$ cat src/rtl/mem_access_unit.sv
`timescale 1ns/1ps
// mem_access_unit
// M-stage data-memory access controller. It turns a load or store in M into a
// single handshaked request to data memory. It holds the pipeline until the
// access completes and registers the raw read word for the WB load extender.
//
// Ports
//   clk, reset                 core clock (rising edge), async active-high reset
//   MemReadM, MemWriteM        M-stage load / store (store wins if both are set)
//   LoadTypeM, StoreTypeM      access type: LB/LH/LW/LBU/LHU, SB/SH/SW
//   ALUResultM, WriteDataM     effective byte address, store source value
//   mem_req, mem_we, mem_addr,
//   mem_wdata, mem_be          registered request to memory
//   mem_ready, mem_rvalid,
//   mem_rdata                  memory accept / read response
//   StallMem                   holds PC/F/D/E/M pipeline registers
//   MisalignM                  misaligned-access flag, raised in IDLE only
//   ReadDataW, LoadTypeW,
//   addr_offsetW, LoadValidW   captured load result for WB
module mem_access_unit (
  input  logic        clk,
  input  logic        reset,
  input  logic        MemReadM,
  input  logic        MemWriteM,
  input  logic [2:0]  LoadTypeM,
  input  logic [1:0]  StoreTypeM,
  input  logic [31:0] ALUResultM,
  input  logic [31:0] WriteDataM,
  output logic        mem_req,
  output logic        mem_we,
  output logic [31:0] mem_addr,
  output logic [31:0] mem_wdata,
  output logic [3:0]  mem_be,
  input  logic        mem_ready,
  input  logic        mem_rvalid,
  input  logic [31:0] mem_rdata,
  output logic        StallMem,
  output logic        MisalignM,
  output logic [31:0] ReadDataW,
  output logic [2:0]  LoadTypeW,
  output logic [1:0]  addr_offsetW,
  output logic        LoadValidW
);

  typedef enum logic [1:0] {
    IDLE = 2'd0,
    REQ  = 2'd1,
    WAIT = 2'd2,
    DONE = 2'd3
  } state_t;

  state_t      state_r;
  state_t      state_next_s;
  logic        access_s;
  logic        half_s;
  logic        word_s;
  logic [2:0]  ltype_r;
  logic [1:0]  off_r;

  // Byte enables of a store within the addressed word.
  function automatic logic [3:0] store_be(input logic [1:0] stype, input logic [1:0] off);
    logic [3:0] be;
    case (stype)
      2'b01:   be = 4'b0001 << off;
      2'b10:   be = 4'b0011 << off;
      2'b11:   be = 4'b1111;
      default: be = 4'b1111;
    endcase
    return be;
  endfunction

  // Store data replicated on every lane so that the enabled lanes carry it.
  function automatic logic [31:0] store_data(input logic [1:0] stype, input logic [31:0] wd);
    logic [31:0] d;
    case (stype)
      2'b01:   d = {4{wd[7:0]}};
      2'b10:   d = {2{wd[15:0]}};
      2'b11:   d = wd;
      default: d = wd;
    endcase
    return d;
  endfunction

  // Misalignment detection. The store type governs when MemWriteM is set.
  always_comb begin
    half_s    = 1'b0;
    word_s    = 1'b0;
    MisalignM = 1'b0;
    if (MemWriteM) begin
      half_s = (StoreTypeM == 2'b10);
      word_s = (StoreTypeM == 2'b11);
    end else begin
      half_s = (LoadTypeM == 3'b010) || (LoadTypeM == 3'b101);
      word_s = (LoadTypeM == 3'b011);
    end
    if ((state_r == IDLE) && (MemReadM || MemWriteM)) begin
      MisalignM = (half_s && ALUResultM[0]) || (word_s && (ALUResultM[1:0] != 2'b00));
    end else begin
      MisalignM = 1'b0;
    end
  end

  // Access detection and pipeline stall.
  always_comb begin
    access_s = (MemReadM || MemWriteM) && !MisalignM;
    StallMem = ((state_r == IDLE) && access_s) || (state_r == REQ) || (state_r == WAIT);
  end

  // Next-state logic of the access sequencer.
  always_comb begin
    state_next_s = state_r;
    case (state_r)
      IDLE: begin
        if (access_s) begin
          state_next_s = REQ;
        end else begin
          state_next_s = IDLE;
        end
      end
      REQ: begin
        if (mem_ready) begin
          state_next_s = mem_we ? DONE : WAIT;
        end else begin
          state_next_s = REQ;
        end
      end
      WAIT: begin
        // mem_rvalid is only honoured here, never in the acceptance cycle.
        if (mem_rvalid) begin
          state_next_s = DONE;
        end else begin
          state_next_s = WAIT;
        end
      end
      DONE:    state_next_s = IDLE;
      default: state_next_s = IDLE;
    endcase
  end

  // State register.
  always_ff @(posedge clk or posedge reset) begin
    if (reset) begin
      state_r <= IDLE;
    end else begin
      state_r <= state_next_s;
    end
  end

  // Request registers; they drive mem_* directly and stay frozen while in REQ.
  always_ff @(posedge clk or posedge reset) begin
    if (reset) begin
      mem_req   <= 1'b0;
      mem_we    <= 1'b0;
      mem_addr  <= 32'h0000_0000;
      mem_wdata <= 32'h0000_0000;
      mem_be    <= 4'b0000;
      ltype_r   <= 3'b000;
      off_r     <= 2'b00;
    end else begin
      mem_req <= (state_next_s == REQ);
      if ((state_r == IDLE) && access_s) begin
        mem_addr <= {ALUResultM[31:2], 2'b00};
        mem_we   <= MemWriteM;
        mem_be   <= MemWriteM ? store_be(StoreTypeM, ALUResultM[1:0]) : 4'b1111;
        mem_wdata <= MemWriteM ? store_data(StoreTypeM, WriteDataM) : 32'h0000_0000;
        ltype_r  <= LoadTypeM;
        off_r    <= ALUResultM[1:0];
      end
    end
  end

  // WB-side load capture and the one-cycle load-valid pulse.
  always_ff @(posedge clk or posedge reset) begin
    if (reset) begin
      ReadDataW    <= 32'h0000_0000;
      LoadTypeW    <= 3'b000;
      addr_offsetW <= 2'b00;
      LoadValidW   <= 1'b0;
    end else begin
      if ((state_r == WAIT) && mem_rvalid) begin
        ReadDataW    <= mem_rdata;
        LoadTypeW    <= ltype_r;
        addr_offsetW <= off_r;
      end
      LoadValidW <= (state_r == DONE) && !mem_we;
    end
  end

endmodule

$ cat config.mk
export PLATFORM = sky130hd
export DESIGN_NAME = mem_access_unit
export DESIGN_NICKNAME = d
export VERILOG_FILES = /design/src/rtl/mem_access_unit.sv
export SDC_FILE = /design/constraint.sdc
export NUM_CORES = 1
export LEC_CHECK = 0
export ABC_AREA = 0
export BUFFER_PORTS_ARGS = -buffer_cell sky130_fd_sc_hd__buf_2
export CELL_PAD_IN_SITES_DETAIL_PLACEMENT = 1
export CELL_PAD_IN_SITES_GLOBAL_PLACEMENT = 1
export CORE_ASPECT_RATIO = 1.75
export CORE_MARGIN = 2
export CORE_UTILIZATION = 39
export CTS_CLUSTER_SIZE = 14
export DETAILED_ROUTE_END_ITERATION = 8
export PLACE_DENSITY_LB_ADDON = 0.1
export SLEW_MARGIN = 20
export SYNTH_ARGS = -nofsm -noshare
export SYNTH_HDL_FRONTEND = slang
export SYNTH_SLANG_ARGS = --single-unit
$ cat constraint.sdc
create_clock -name clk -period 7.04 [get_ports clk]
set_input_delay 1.408 -clock clk [delete_from_list [all_inputs] [get_ports clk]]
set_output_delay 1.408 -clock clk [all_outputs]
set_load 0.05 [all_outputs]
## Yosys cells after proc, flatten, opt, wreduce, memory -nomap -nowiden

Index checks and enable logic that the tools add are counted.

| word-level totals | value |
|---|---|
| bits in registers | 113 |
| output and inout bits | 110 |
| word-level logic and storage cells | 52 |

| operators by class | value |
|---|---|
| equal/unequal tests | 10 |
| shift-type cells | 2 |
| mux-type cells | 12 |
| reduce and logical (&&, ||, !) cells | 16 |

Operators with widths:

| cell | count |
|---|---|
| case mux 32 bit (2 select lines) | 1 |
| two-way mux 32 bit | 1 |
| == test 2 bit (second input constant) | 4 |
| case mux 2 bit (4 select lines) | 1 |
| case mux 4 bit (2 select lines) | 1 |
| logical AND 1 bit | 7 |
| == test 2 x 1 -> 1 bit (second input constant) | 3 |
| == test 3 x 2 -> 1 bit (second input constant) | 2 |
| two-way mux 1 bit | 6 |
| logical OR 1 bit | 5 |
| two-way mux 4 bit | 1 |
| left shift 1 x 2 -> 4 bit (first input constant) | 1 |
| left shift 2 x 2 -> 4 bit (first input constant) | 1 |
| == test 3 bit (second input constant) | 1 |
| logical NOT 1 bit | 2 |
| logical NOT 2 bit | 1 |
| two-way mux 2 bit | 1 |
| nonzero test 2 bit | 1 |

## Logic depth before layout (Yosys ltp)

Gate-level depths: netlist (run 1).

| logic depth | value |
|---|---|
| depth in word-level cells | 11 |
| gate-level depth with buffers | 8 |
| mapped depth without buffers | 6 |

## Least setup slack after synthesis (run 1)

No wires, ideal clock.

| timing path | value |
|---|---|
| path type | in2out |
| from | input MemWriteM |
| to | output MisalignM |
| arrival time | 3.030 ns |
| data required time | 5.632 ns |
| path slack | 2.602 ns |
| stages | 3 |
| cells stage by stage | buf_2 o31a_1 nor3_1 |

| on the way | value |
|---|---|
| longest elaborated chain between the ends | 4 |
| elaborated cells between the ends (all ways) | 8 |

Ends and longest elaborated chain:

| item | line | RTL |
|---|---|---|
| from (decl) | 24 | `input logic MemWriteM,` |
| two-way mux 1 bit | 89 | `if (MemWriteM) begin` |
| logical AND 1 bit | 97 | `MisalignM = (half_s && ALUResultM[0]) \|\| (word_s && (ALUResultM[1:0] != 2'b00));` |
| logical OR 1 bit | 97 |  |
| two-way mux 1 bit (*) | 96 | `if ((state_r == IDLE) && (MemReadM \|\| MemWriteM)) begin` |
| to (decl) | 38 | `output logic MisalignM,` |

Mark *: on every way between the ends. The rest lies on a longest branch, timed or not.

## Worst setup path after layout (run 1)

| timing path | value |
|---|---|
| from | input StoreTypeM[0] |
| to | output MisalignM |

| on the way | value |
|---|---|
| longest elaborated chain between the ends | 5 |
| elaborated cells between the ends (all ways) | 8 |

Ends and longest elaborated chain:

| item | line | RTL |
|---|---|---|
| from (decl) | 26 | `input logic [1:0] StoreTypeM,` |
| == test 2 bit (on tied branches) | 90, 91 |  |
| two-way mux 1 bit | 89 |  |
| logical AND 1 bit | 97 |  |
| logical OR 1 bit (*) | 97 |  |
| two-way mux 1 bit (*) | 96 |  |

Marked as above.

==> results of run 1 <==
==> power groups by stage <==
stage               logic [mW]  clock network (mW)  registers, mW
detailed placement        1.99                   0           1.13
global placement          1.96                   0           1.11
floorplan                0.506                   0           2.14
global route              2.06               0.830           1.16
CTS                       1.99               0.797           1.12
finish                    1.97               0.778           1.11
==> placed cells by master (no fill, tap or decap), drive strengths merged, types with 3 or more instances in the layout <==
cell	synthesis	routed
buf	18	217
a22o	24	24
mux2	70	70
dfrtp	113	113
o21a	3	3
inv	9	13
a32oi	3	3
o21ai	25	25
clkinvlp	0	8
a22oi	16	16
nand2	26	26
clkbuf	8	18
o2bb2ai	8	8
nand2b	4	4
nor2	5	5
==> layout make-up <==
cell class | count | area, µm² | share of cell area (%)
flip-flops and latches | 113 | 2830 | 43.9
multi-input cells | 215 | 1760 | 27.3
repair buffers | 217 | 1090 | 17.0
clock buffers | 18 | 439 | 6.82
well taps | 137 | 171 | 2.66
clock inverters | 14 | 109 | 1.69
inverters | 9 | 36.3 | 0.564
==> worst max path at each step <==
stage                     slack (ns)          start  cells after the start   endpoint
after floorplan                 2.60      MemWriteM                      3  MisalignM
after CTS                       2.76  StoreTypeM[0]                      7  MisalignM
after detailed placement        2.77  StoreTypeM[0]                      7  MisalignM
final                           2.76  StoreTypeM[0]                      7  MisalignM
after global routing            2.62  StoreTypeM[0]                      7  MisalignM
after global placement          2.81  StoreTypeM[0]                      7  MisalignM
==> per-stage QoR <==
stage	cells	power (mW)	utilization, %	worst slack, ns	hold slack, ns
2_1_floorplan	363	2.64	-	2.60	0.462
3_3_place_gp	691	3.07	49.3	2.81	0.468
3_5_place_dp	691	3.12	49.3	2.77	0.469
4_1_cts	723	3.91	53.9	2.76	0.484
5_1_grt	723	4.05	53.9	2.62	0.493
6_report	723	3.86	53.9	2.76	0.474
==> flip-flops by register name (all words and copies together) (netlist names) <==
register      cells
ReadDataW        32
mem_wdata        32
mem_addr         30
mem_be            4
LoadTypeW         3
ltype_r           3
addr_offsetW      2
off_r             2
state_r           2
LoadValidW        1
mem_req           1
mem_we            1
==> worst register-to-register path: cells and delay by family (launching register included) <==
| kind | cells | cell delay (ns) |
|---|---|---|
| compound gates | 2 | 0.28 |
| buf+inv | 1 | 0.67 |
| flops | 1 | 0.39 |
| mux | 1 | 0.50 |
| simple gates | 1 | 0.10 |
==> cell families after synthesis <==
group,after synthesis,synth area share [%]
adder cells (fa/ha/maj),2,0.526
other,1,0.0788
AND/OR/NAND/NOR,49,4.86
flip-flops,113,59.4
AO/OA/AOI/OAI,92,14.8
buffers and inverters,35,3.73
multiplexers,70,16.6
==> layer usage <==
metal  part of all wire [%]  routed length, µm
met5                      0                  0
met3                    6.7                887
met4                    1.5                194
met1                     35               4660
met2                     57               7510
==> impl_summary.log, run 1 <==
[metrics] actual transition at the worst max-transition pin: 1.04 ns
[metrics] flip-flop and latch count after synthesis: 113
[metrics] Internal Pwr Total: 1.95 mW
[metrics] number of violations reported at the end of detailed-routing iteration 0: 118
[metrics] Critical R2R Capture: mem_addr[21]$_DFFE_PP0P_
[metrics] total congestion overflow after global routing: 0
[metrics] width of the die: 87.5 µm
[metrics] worst-case clock buffer depth: 2
[metrics] Clock Power Share: 20.1%
[metrics] CTS Root Cell: sky130_fd_sc_hd__clkbuf_16
[metrics] number of buffers added to fix hold violations after cts: 0
[metrics] portion of synthesized cell area occupied by the leading cell type: 59.4%
[metrics] reported max-cap violation count: 0
[metrics] run status: finished clean
[metrics] I/O Buffers: 214
[metrics] number of buffers inserted during clock tree synthesis: 17
[metrics] combinational cell fraction of total power: 51.0%
[metrics] kind of capture point of the worst setup path: output port
[metrics] Initial Utilization: 39.9%
[metrics] Fin. Hold Viols: 0
[metrics] RSZ-0062 raised after global routing: false
[metrics] Critical path buffers and inverters: 3
[metrics] later-pin clock latency in the skew report: 0.41 ns
[metrics] maximum operating frequency: 233 MHz
[metrics] leakage component of the power: 3.21 nW
[metrics] CP most frequent cell: sky130_fd_sc_hd__buf_2
[metrics] number of antenna violations at the first check in global routing: 0
[metrics] global-route track usage on met1: 20.7%
[metrics] type of the most critical hold path: reg -> reg
[metrics] grt met3 use: 6.63%
[metrics] crit-path leading delay family: buffers and inverters
[metrics] nature of the critical path startpoint: primary input
[metrics] pin count of the biggest net entering global routing: 73
[metrics] period utilisation layout: 60.9%
[metrics] max-slew violation count: 0
[metrics] top cells by area in the synthesized netlist: sky130_fd_sc_hd__dfrtp_1 59%, sky130_fd_sc_hd__mux2_2 17%, sky130_fd_sc_hd__a22o_1 4.4%
[metrics] buffer count from post-CTS setup fixing: 0
[metrics] fraction of met2 tracks used by global routing: 38.1%
[metrics] remaining antenna violation count after routing: 0
[metrics] net load switching power: 1.91 mW
[metrics] Post-synth top cells: 113 x sky130_fd_sc_hd__dfrtp_1, 70 x sky130_fd_sc_hd__mux2_2, 26 x sky130_fd_sc_hd__nand2_1
[metrics] CP max FO: 15
[metrics] via count: 3779
[metrics] Synth async-reset ratio: 100%
[metrics] Worst Reg2Reg Path Length in Cells: 5
[metrics] fraction of power spent switching nets: 49.5%
[metrics] start-to-end type of the worst setup path: in -> out
[metrics] cell with the most instances after synthesis: sky130_fd_sc_hd__dfrtp_1
[metrics] required time of the critical path: 5.63 ns
[metrics] sequential power share: 28.9%
[metrics] number of optimization iterations in the first detailed-route pass: 5
[metrics] sequential share of the synthesized area: 59.4%
[metrics] number of standard-cell rows in the floorplan: 53
[metrics] Critical R2R Launch: state_r[1]$_DFF_PP0_
[metrics] die outline height: 150 µm
[metrics] Total Routed Length: 13300 µm
[metrics] gpl congestion: 0.851
[metrics] chain of cells forming the critical path: buf_2 -> inv_1 -> ha_1 -> nand2b_1 -> o32ai_4 -> nor3_1 -> buf_2
[metrics] cell area after layout: 0.00644 mm²
[metrics] Worst path max stage delay: 0.44 ns
[metrics] # DRC: 0
[metrics] Resized Gates After CTS: 0
[metrics] critical path's slowest cell: sky130_fd_sc_hd__ha_1
[metrics] final sum of negative setup slack: 0 ns
[metrics] cell count after synthesis: 362
[metrics] synthesized area divided by synthesized cell count: 13.2 µm²
[metrics] fraction of final layout cells sized beyond drive strength 1: 55.3%
[metrics] VDD IR max: 0.280 mV
[metrics] post-detailed-route via-to-cell ratio: 5.23
[metrics] fill cell instance count of the final layout: 1332
[metrics] shortest clock period the worst path allows after layout: 4.28 ns
[metrics] I/O pin count: 217
[metrics] Cells on Worst Hold Path: 1
[metrics] CTS tree: done
[metrics] count of warnings emitted by yosys: 0
[metrics] final setup fails: 0
[metrics] number of synthesized flops with an enable pin: 0
[metrics] level count of the clock H-tree: 4
[metrics] cell area after synthesis: 0.00476 mm²
[metrics] Worst Min Path Start: mem_we$_DFFE_PP0P_
[metrics] average wire per standard cell: 18.3 µm
[metrics] power per unit of standard cell area: 600 mW/mm²
[metrics] number of global-route vias before repair: 4031
[metrics] Worst EP arrival: 2.88 ns
[metrics] number of distinct library cells after synthesis: 42
[metrics] Post-DP Area: 0.00589 mm²
[metrics] total track usage: 20.4%
[metrics] diode insertion count for antenna repair: 0
[metrics] Final #Nets: 682
[metrics] first-pass GRT wire length: 20200 µm
[metrics] most used flip-flop cell after synthesis: sky130_fd_sc_hd__dfrtp_1
[metrics] Max transition margin: 30.8%
[metrics] largest area contributor in the synthesized netlist: sky130_fd_sc_hd__dfrtp_1
[metrics] reg-to-reg slack, setup: 4.99 ns
[metrics] largest clock skew in the final design: 0.00729 ns
[metrics] area added between synthesis and finish: 35.2%
[metrics] clock tree sinks: 113
[metrics] clock-pin slew on the worst setup and hold paths: 0.05 ns
[metrics] Die Area: 0.0131 mm²
[metrics] core footprint: 0.0119 mm²
[metrics] busiest metal layer after global routing: met2
[metrics] worst min-delay path endpoint: LoadValidW$_DFF_PP0_
[metrics] Detailed Place HPWL: 9680 µm
Power figures use the tool's default switching activity.
==> inputs of run 2 (changes only) <==
- ABC_AREA: 0 -> 1
- CORE_UTILIZATION: 39 -> 32
- clock period: 7.04 -> 3.9 ns (I/O delays scaled with it)
==> run 2 against run 1 <==
Effect of this change:
- count of clock-buffer cells in the layout stayed put
- die area is 37% higher
- flip-flop and latch count unchanged
- non-clock buffer count is 7 higher
- final area grew 13%
- largest cell class unchanged
- critical endpoint unchanged
- hold slack worse by 0.011 ns
- clock power increased by 140%
- critical path depth is 2 higher
- critical path type unchanged
- synthesized area rose by 14%
==> impl_summary.log, run 2 <==
[metrics] run status: finished clean
[metrics] Synth async-reset ratio: 100%
[metrics] actual transition at the worst max-transition pin: 1.08 ns
[metrics] die outline height: 176 µm
[metrics] required time of the critical path: 3.12 ns
[metrics] via count: 4869
[metrics] number of violations reported at the end of detailed-routing iteration 0: 110
[metrics] # DRC: 0
[metrics] registers with the most flip-flops: ReadDataW: 32 flops, mem_wdata: 32 flops, mem_addr: 30 flops
[metrics] area added between synthesis and finish: 34.2%
[metrics] remaining antenna violation count after routing: 0
[metrics] count of warnings emitted by yosys: 0
[metrics] final sum of negative setup slack: 0 ns
[metrics] CP max FO: 20
[metrics] largest clock skew in the final design: 0.00522 ns
[metrics] diode insertion count for antenna repair: 0
[metrics] leakage component of the power: 4.06 nW
[metrics] period utilisation layout: 75.8%
[metrics] Worst EP arrival: 2.18 ns
[metrics] leading cell type in the layout, fill and taps excluded: sky130_fd_sc_hd__nand2_1
[metrics] final setup fails: 0
[metrics] number of standard-cell rows in the floorplan: 62
[metrics] Resized Gates After CTS: 0
[metrics] reported max-cap violation count: 0
[metrics] maximum operating frequency: 338 MHz
[metrics] Post-synth top cells: 226 x sky130_fd_sc_hd__nand2_1, 113 x sky130_fd_sc_hd__dfrtp_1, 73 x sky130_fd_sc_hd__nand4_1
[metrics] number of optimization iterations in the first detailed-route pass: 4
[metrics] Fin. Hold Viols: 0
[metrics] VDD IR max: 0.313 mV
[metrics] gpl congestion: 0.805
[metrics] Die Area: 0.0180 mm²
[metrics] share of synthesized area spent on multiplexers: 9.03%
[metrics] placed cells: 997
[metrics] Post-DP Area: 0.00657 mm²
[metrics] post-synthesis adder-cell area fraction: 0.463%
[metrics] number of buffers inserted during clock tree synthesis: 17
[metrics] width of the die: 102 µm
[metrics] xor/xnor share of the synthesized area: 0%
[metrics] I/O pin count: 217
[metrics] max-slew violation count: 0
[metrics] I/O Buffers: 214
[metrics] total track usage: 20.0%
[metrics] portion of synthesized cell area occupied by the leading cell type: 52.3%
[metrics] fill cell instance count of the final layout: 2037
[metrics] pin count of the biggest net entering global routing: 75
[metrics] core footprint: 0.0164 mm²
[metrics] clock tree sinks: 113
[metrics] simple-gate portion of the synthesized area: 29.7%
[metrics] level count of the clock H-tree: 4
[metrics] number of global-route vias before repair: 5226
[metrics] largest area contributor in the synthesized netlist: sky130_fd_sc_hd__dfrtp_1
[metrics] final hold slack: 0.464 ns
[metrics] cell with the most instances after synthesis: sky130_fd_sc_hd__nand2_1
[metrics] Max transition margin: 27.7%
[metrics] sequential share of the synthesized area: 52.3%
[metrics] number of buffers added to fix hold violations after cts: 0
[metrics] top cells by area in the synthesized netlist: sky130_fd_sc_hd__dfrtp_1 52%, sky130_fd_sc_hd__nand2_1 16%, sky130_fd_sc_hd__nand4_1 8.4%
[metrics] kind of capture point of the worst setup path: output port
[metrics] combinational family with the most area after synthesis: simple AND/OR/NAND/NOR gates
[metrics] total congestion overflow after global routing: 0
[metrics] later-pin clock latency in the skew report: 0.41 ns
[metrics] type of the most critical hold path: reg -> reg
[metrics] flip-flop and latch count after synthesis: 113
[metrics] worst slack after detailed placement: 0.924 ns
[metrics] cell count after synthesis: 597
[metrics] CTS Root Cell: sky130_fd_sc_hd__clkbuf_16
[metrics] shortest clock period the worst path allows after layout: 2.96 ns
[metrics] buffer count from post-CTS setup fixing: 0
[metrics] RSZ-0062 raised after global routing: false
[metrics] synthesized area divided by synthesized cell count: 9.05 µm²
[metrics] post-route non-filler standard cell count: 1029
[metrics] post-detailed-route via-to-cell ratio: 4.73
[metrics] CTS tree: done
[metrics] Total Routed Length: 17500 µm
[metrics] final setup margin: 0.945 ns
[metrics] cell area after synthesis: 0.00541 mm²
[metrics] power per unit of standard cell area: 1040 mW/mm²
[metrics] start-to-end type of the worst setup path: in -> out
[metrics] worst-case clock buffer depth: 2
[metrics] fraction of final layout cells sized beyond drive strength 1: 39.5%
[metrics] cell area after layout: 0.00726 mm²
[metrics] nature of the critical path startpoint: primary input
[metrics] area fraction in compound gates after synthesis: 1.44%
[metrics] Initial Utilization: 32.9%
[metrics] number of antenna violations at the first check in global routing: 0
[metrics] most used flip-flop cell after synthesis: sky130_fd_sc_hd__dfrtp_1
[metrics] first-pass GRT wire length: 27300 µm
[metrics] top library cells by usage in the layout, fill and taps aside: 224 x sky130_fd_sc_hd__nand2_1, 214 x sky130_fd_sc_hd__buf_2, 113 x sky130_fd_sc_hd__dfrtp_1
[metrics] average wire per standard cell: 17.0 µm
[metrics] Final #Nets: 901
[metrics] number of synthesized flops with an enable pin: 0
[metrics] Detailed Place HPWL: 12500 µm
[metrics] number of distinct library cells after synthesis: 23
[metrics] clock-pin slew on the worst setup and hold paths: 0.05 ns
## run 2: cell types whose count changed in the layout (fill, tap and decap cells not counted), moves of 14 or more
cell | previous run | this run
sky130_fd_sc_hd__mux2_4 | 0 | 19
sky130_fd_sc_hd__a22oi_1 | 16 | 0
sky130_fd_sc_hd__nand2_1 | 26 | 224
sky130_fd_sc_hd__nand4_1 | 0 | 73
sky130_fd_sc_hd__nor2_1 | 5 | 20
sky130_fd_sc_hd__mux2_2 | 70 | 18
sky130_fd_sc_hd__o21ai_0 | 23 | 4
sky130_fd_sc_hd__a22o_1 | 24 | 0
sky130_fd_sc_hd__or2_2 | 2 | 16
## run 2: cell type report
class	instances	area (µm²)	area share [%]
multi-input combinational	412	2220	30.6
sequential	113	2830	39.0
clock inverter	14	260	3.59
tap	224	280	3.86
clock buffer	18	429	5.91
timing repair buffer	224	1150	15.8
inverter	24	92.6	1.28
## run 2: path summary, 6_finish.rpt
check                                         start                         to  slack [ns]  cells past startpoint
max                                   StoreTypeM[0]                  MisalignM        0.94                      9
min                        mem_addr[14]$_DFFE_PP0P_   mem_addr[14]$_DFFE_PP0P_        0.46                      2
max reg2reg                    state_r[1]$_DFF_PP0_  ReadDataW[29]$_DFFE_PP0P_        1.97                      4
min reg2reg                mem_addr[14]$_DFFE_PP0P_   mem_addr[14]$_DFFE_PP0P_        0.46                      2
max in group asynchronous                     reset   mem_wdata[6]$_DFFE_PP0P_        2.49                      3
min in group asynchronous                     reset   mem_addr[21]$_DFFE_PP0P_        0.48                      2
## run 2: routing by layer
layer | routed length (µm) | up-vias | track usage (%)
met5 | 0 | - | 0
met4 | 366 | 0 | 7.83
met3 | 1000 | 20 | 5.30
met2 | 9670 | 152 | 37.0
met1 | 6500 | 2347 | 21.1
li1 | - | 2350 | -
## run 2: logic make-up (layout without fill, tap and decap cells)
| logic type | count (synthesis) | count (layout) |
|---|---|---|
| multiplexers | 37 | 37 |
| flip-flops | 113 | 113 |
| AO/OA/AOI/OAI | 15 | 15 |
| AND/OR/NAND/NOR | 356 | 356 |
| buffers and inverters | 73 | 280 |
| adder cells (fa/ha/maj) | 2 | 2 |
| other | 1 | 2 |
## run 2: through the flow
step	power, mW	utilization [%]
2_1_floorplan	4.88	-
3_3_place_gp	5.71	39.9
3_5_place_dp	5.80	39.9
4_1_cts	7.68	44.1
5_1_grt	7.98	44.1
6_report	7.57	44.1
## run 2: worst max-delay path, stage by stage
cell                       delay [ns]
sky130_fd_sc_hd__buf_2           0.12
sky130_fd_sc_hd__inv_1           0.05
sky130_fd_sc_hd__ha_1            0.13
sky130_fd_sc_hd__buf_4           0.23
sky130_fd_sc_hd__inv_1           0.06
sky130_fd_sc_hd__a21oi_1         0.15
sky130_fd_sc_hd__nand3_2         0.14
sky130_fd_sc_hd__a21boi_0        0.18
sky130_fd_sc_hd__buf_2           0.32
## run 2: where the power goes
group | leakage [nW] | internal [mW] | switching, mW
registers | 1.41 | 1.73 | 0.289
logic | 2.32 | 0.902 | 2.82
clock network | 0.327 | 1.26 | 0.568
total | 4.06 | 3.89 | 3.68
==> inputs of run 3 (changes only) <==
- CORE_UTILIZATION: 32 -> 35
- clock period: 3.9 -> 3.05 ns (I/O delays scaled with it)
==> run 3 against run 2 <==
Effect of this change:
- cell count fell by 3.4%
- sequential power rose by 27%
- register-to-register slack got worse by 0.58 ns
- first-iteration DRC count rose by 53%
- combinational power rose by 27%
- critical path depth fell by 1
- via count rose by 0.27%
- utilization rose by 2.7 points
- count of clock-buffer cells in the layout did not move
- global-route usage barely moved
- final area fell by 1.7%
- largest cell class unchanged
==> impl_summary.log, run 3 (same netlist as run 2, synthesis figures left out) <==
[metrics] top library cells by usage in the layout, fill and taps aside: 224 x sky130_fd_sc_hd__nand2_1, 214 x sky130_fd_sc_hd__buf_2, 113 x sky130_fd_sc_hd__dfrtp_1
[metrics] via count: 4882
[metrics] number of antenna violations at the first check in global routing: 1
[metrics] Total Routed Length: 16300 µm
[metrics] clock tree sinks: 113
[metrics] die outline height: 168 µm
[metrics] number of buffers inserted during clock tree synthesis: 17
[metrics] # DRC: 0
[metrics] CTS Root Cell: sky130_fd_sc_hd__clkbuf_16
[metrics] number of global-route vias before repair: 5092
[metrics] number of standard-cell rows in the floorplan: 60
[metrics] final setup fails: 0
[metrics] Final #Nets: 903
[metrics] highest routing layer actually used: met4
[metrics] registers with the most flip-flops: ReadDataW: 32 flops, mem_wdata: 32 flops, mem_addr: 30 flops
[metrics] Post-DP Area: 0.00654 mm²
[metrics] CP endpoint: MisalignM
[metrics] fraction of final layout cells sized beyond drive strength 1: 39.8%
[metrics] final setup margin: 0.622 ns
[metrics] Fin. Hold Viols: 0
[metrics] Critical R2R Capture: ReadDataW[29]$_DFFE_PP0P_
[metrics] core footprint: 0.0152 mm²
[metrics] total track usage: 20.1%
[metrics] post-detailed-route via-to-cell ratio: 4.91
[metrics] worst slack after detailed placement: 0.531 ns
[metrics] worst-case clock buffer depth: 2
[metrics] final sum of negative setup slack: 0 ns
[metrics] total congestion overflow after global routing: 0
[metrics] I/O Buffers: 214
[metrics] reported max-cap violation count: 0
[metrics] run status: finished clean
[metrics] CP max FO: 4
[metrics] routed metal-1 wirelength: 6410 µm
[metrics] Worst Reg2Reg Path Length in Cells: 5
[metrics] Max transition margin: 41.1%
[metrics] required time of the critical path: 2.44 ns
[metrics] shortest clock period the worst path allows after layout: 2.43 ns
[metrics] total length of routed met2 wires: 8720 µm
[metrics] critical path startpoint: StoreTypeM[0]
[metrics] area added between synthesis and finish: 31.9%
[metrics] actual transition at the worst max-transition pin: 0.884 ns
[metrics] number of buffers added to fix hold violations after cts: 0
[metrics] nature of the critical path startpoint: primary input
[metrics] level count of the clock H-tree: 4
[metrics] Resized Gates After CTS: 0
[metrics] RSZ-0062 raised after global routing: false
[metrics] average wire per standard cell: 16.4 µm
[metrics] width of the die: 97.9 µm
[metrics] cell area after layout: 0.00713 mm²
[metrics] reg-to-reg slack, setup: 1.39 ns
[metrics] critical path's slowest cell: sky130_fd_sc_hd__buf_2
[metrics] chain of cells forming the critical path: buf_2 -> inv_1 -> ha_1 -> inv_1 -> a21oi_1 -> nand3_2 -> a21boi_0 -> buf_2
[metrics] PnR Total Power: 9.27 mW
[metrics] power per unit of standard cell area: 1300 mW/mm²
[metrics] largest clock skew in the final design: 0.0107 ns
[metrics] Detailed Place HPWL: 11700 µm
[metrics] type of the most critical hold path: in -> async
[metrics] number of violations reported at the end of detailed-routing iteration 0: 168
[metrics] met3 WL post-DR: 825 µm
[metrics] first-pass GRT wire length: 26400 µm
[metrics] CTS tree: done
[metrics] Initial Utilization: 35.5%
[metrics] number of optimization iterations in the first detailed-route pass: 4
[metrics] Worst path max stage delay: 0.30 ns
[metrics] FF+latch area: 0.00283 mm²
[metrics] buffer count from post-CTS setup fixing: 0
[metrics] leakage component of the power: 4.01 nW
[metrics] start-to-end type of the worst setup path: in -> out
[metrics] Critical R2R Launch: state_r[1]$_DFF_PP0_
[metrics] maximum operating frequency: 412 MHz
[metrics] Worst EP arrival: 1.82 ns
[metrics] later-pin clock latency in the skew report: 0.41 ns
[metrics] VDD IR max: 0.384 mV
[metrics] clock-pin slew on the worst setup and hold paths: 0.05 ns
[metrics] total area of multi-input combinational cells: 0.00222 mm²
[metrics] remaining antenna violation count after routing: 0
[metrics] Die Area: 0.0165 mm²
[metrics] kind of capture point of the worst setup path: output port
[metrics] gpl congestion: 0.756
[metrics] I/O pin count: 217
[metrics] period utilisation layout: 79.6%
[metrics] pin count of the biggest net entering global routing: 75
[metrics] fill cell instance count of the final layout: 1863
[metrics] leading cell type in the layout, fill and taps excluded: sky130_fd_sc_hd__nand2_1
[metrics] max-slew violation count: 0
run 3: changes by cell type in the layout (fill, tap and decap cells not counted):
cell | before | now
sky130_fd_sc_hd__clkinv_2 | 2 | 1
sky130_fd_sc_hd__clkbuf_8 | 0 | 1
sky130_fd_sc_hd__clkbuf_1 | 1 | 0
sky130_fd_sc_hd__diode_2 | 0 | 1
sky130_fd_sc_hd__inv_4 | 1 | 0
sky130_fd_sc_hd__inv_6 | 1 | 4
sky130_fd_sc_hd__bufinv_16 | 7 | 2
sky130_fd_sc_hd__clkinvlp_4 | 3 | 7
sky130_fd_sc_hd__buf_4 | 10 | 12
run 3: how the worst min path moves through the flow:
stage                                   from                   endpoint  slack (ns)  cells after the start
finish                                 reset   mem_addr[29]$_DFFE_PP0P_        0.39                      3
global route                   mem_rdata[21]  ReadDataW[21]$_DFFE_PP0P_        0.42                      2
CTS                                    reset  ReadDataW[12]$_DFFE_PP0P_        0.41                      3
detailed placement  mem_addr[31]$_DFFE_PP0P_   mem_addr[31]$_DFFE_PP0P_        0.45                      2
global placement      ltype_r[2]$_DFFE_PP0P_     ltype_r[2]$_DFFE_PP0P_        0.45                      2
floorplan             ltype_r[2]$_DFFE_PP0P_     ltype_r[2]$_DFFE_PP0P_        0.44                      2
run 3: metal layers:
layer | vias up | track usage (%)
met2 | 144 | 36.5
li1 | 2351 | -
met3 | 18 | 4.40
met5 | - | 0
met4 | 0 | 7.43
met1 | 2369 | 22.7
run 3: cell type report:
| class | count | area share, % |
|---|---|---|
| diodes | 1 | 0.0351 |
| flip-flops and latches | 113 | 39.7 |
| multi-input cells | 412 | 31.1 |
| clock buffers | 18 | 6.16 |
| clock inverters | 14 | 2.16 |
| repair buffers | 226 | 16.3 |
| inverters | 24 | 1.32 |
| well taps | 186 | 3.26 |
run 3: worst max-delay path, delay by kind of cell:
family | cells | cell delay, ns
compound gates | 2 | 0.33
fa+ha+maj | 1 | 0.19
buf+inv | 4 | 0.51
simple gates | 1 | 0.16
run 3: per-stage QoR:
| stage | utilization (%) | instances | hold slack [ns] |
|---|---|---|---|
| 3_5_place_dp | 42.9 | 961 | 0.453 |
| 3_3_place_gp | 42.9 | 961 | 0.450 |
| 4_1_cts | 46.8 | 993 | 0.406 |
| 2_1_floorplan | - | 598 | 0.438 |
| 6_report | 46.8 | 994 | 0.394 |
| 5_1_grt | 46.8 | 994 | 0.419 |
run 3: report_power, final:
part | internal [mW] | switching (mW) | total, mW
sequential | 2.21 | 0.363 | 2.57
clock | 1.23 | 0.745 | 1.98
combinational | 1.15 | 3.57 | 4.72
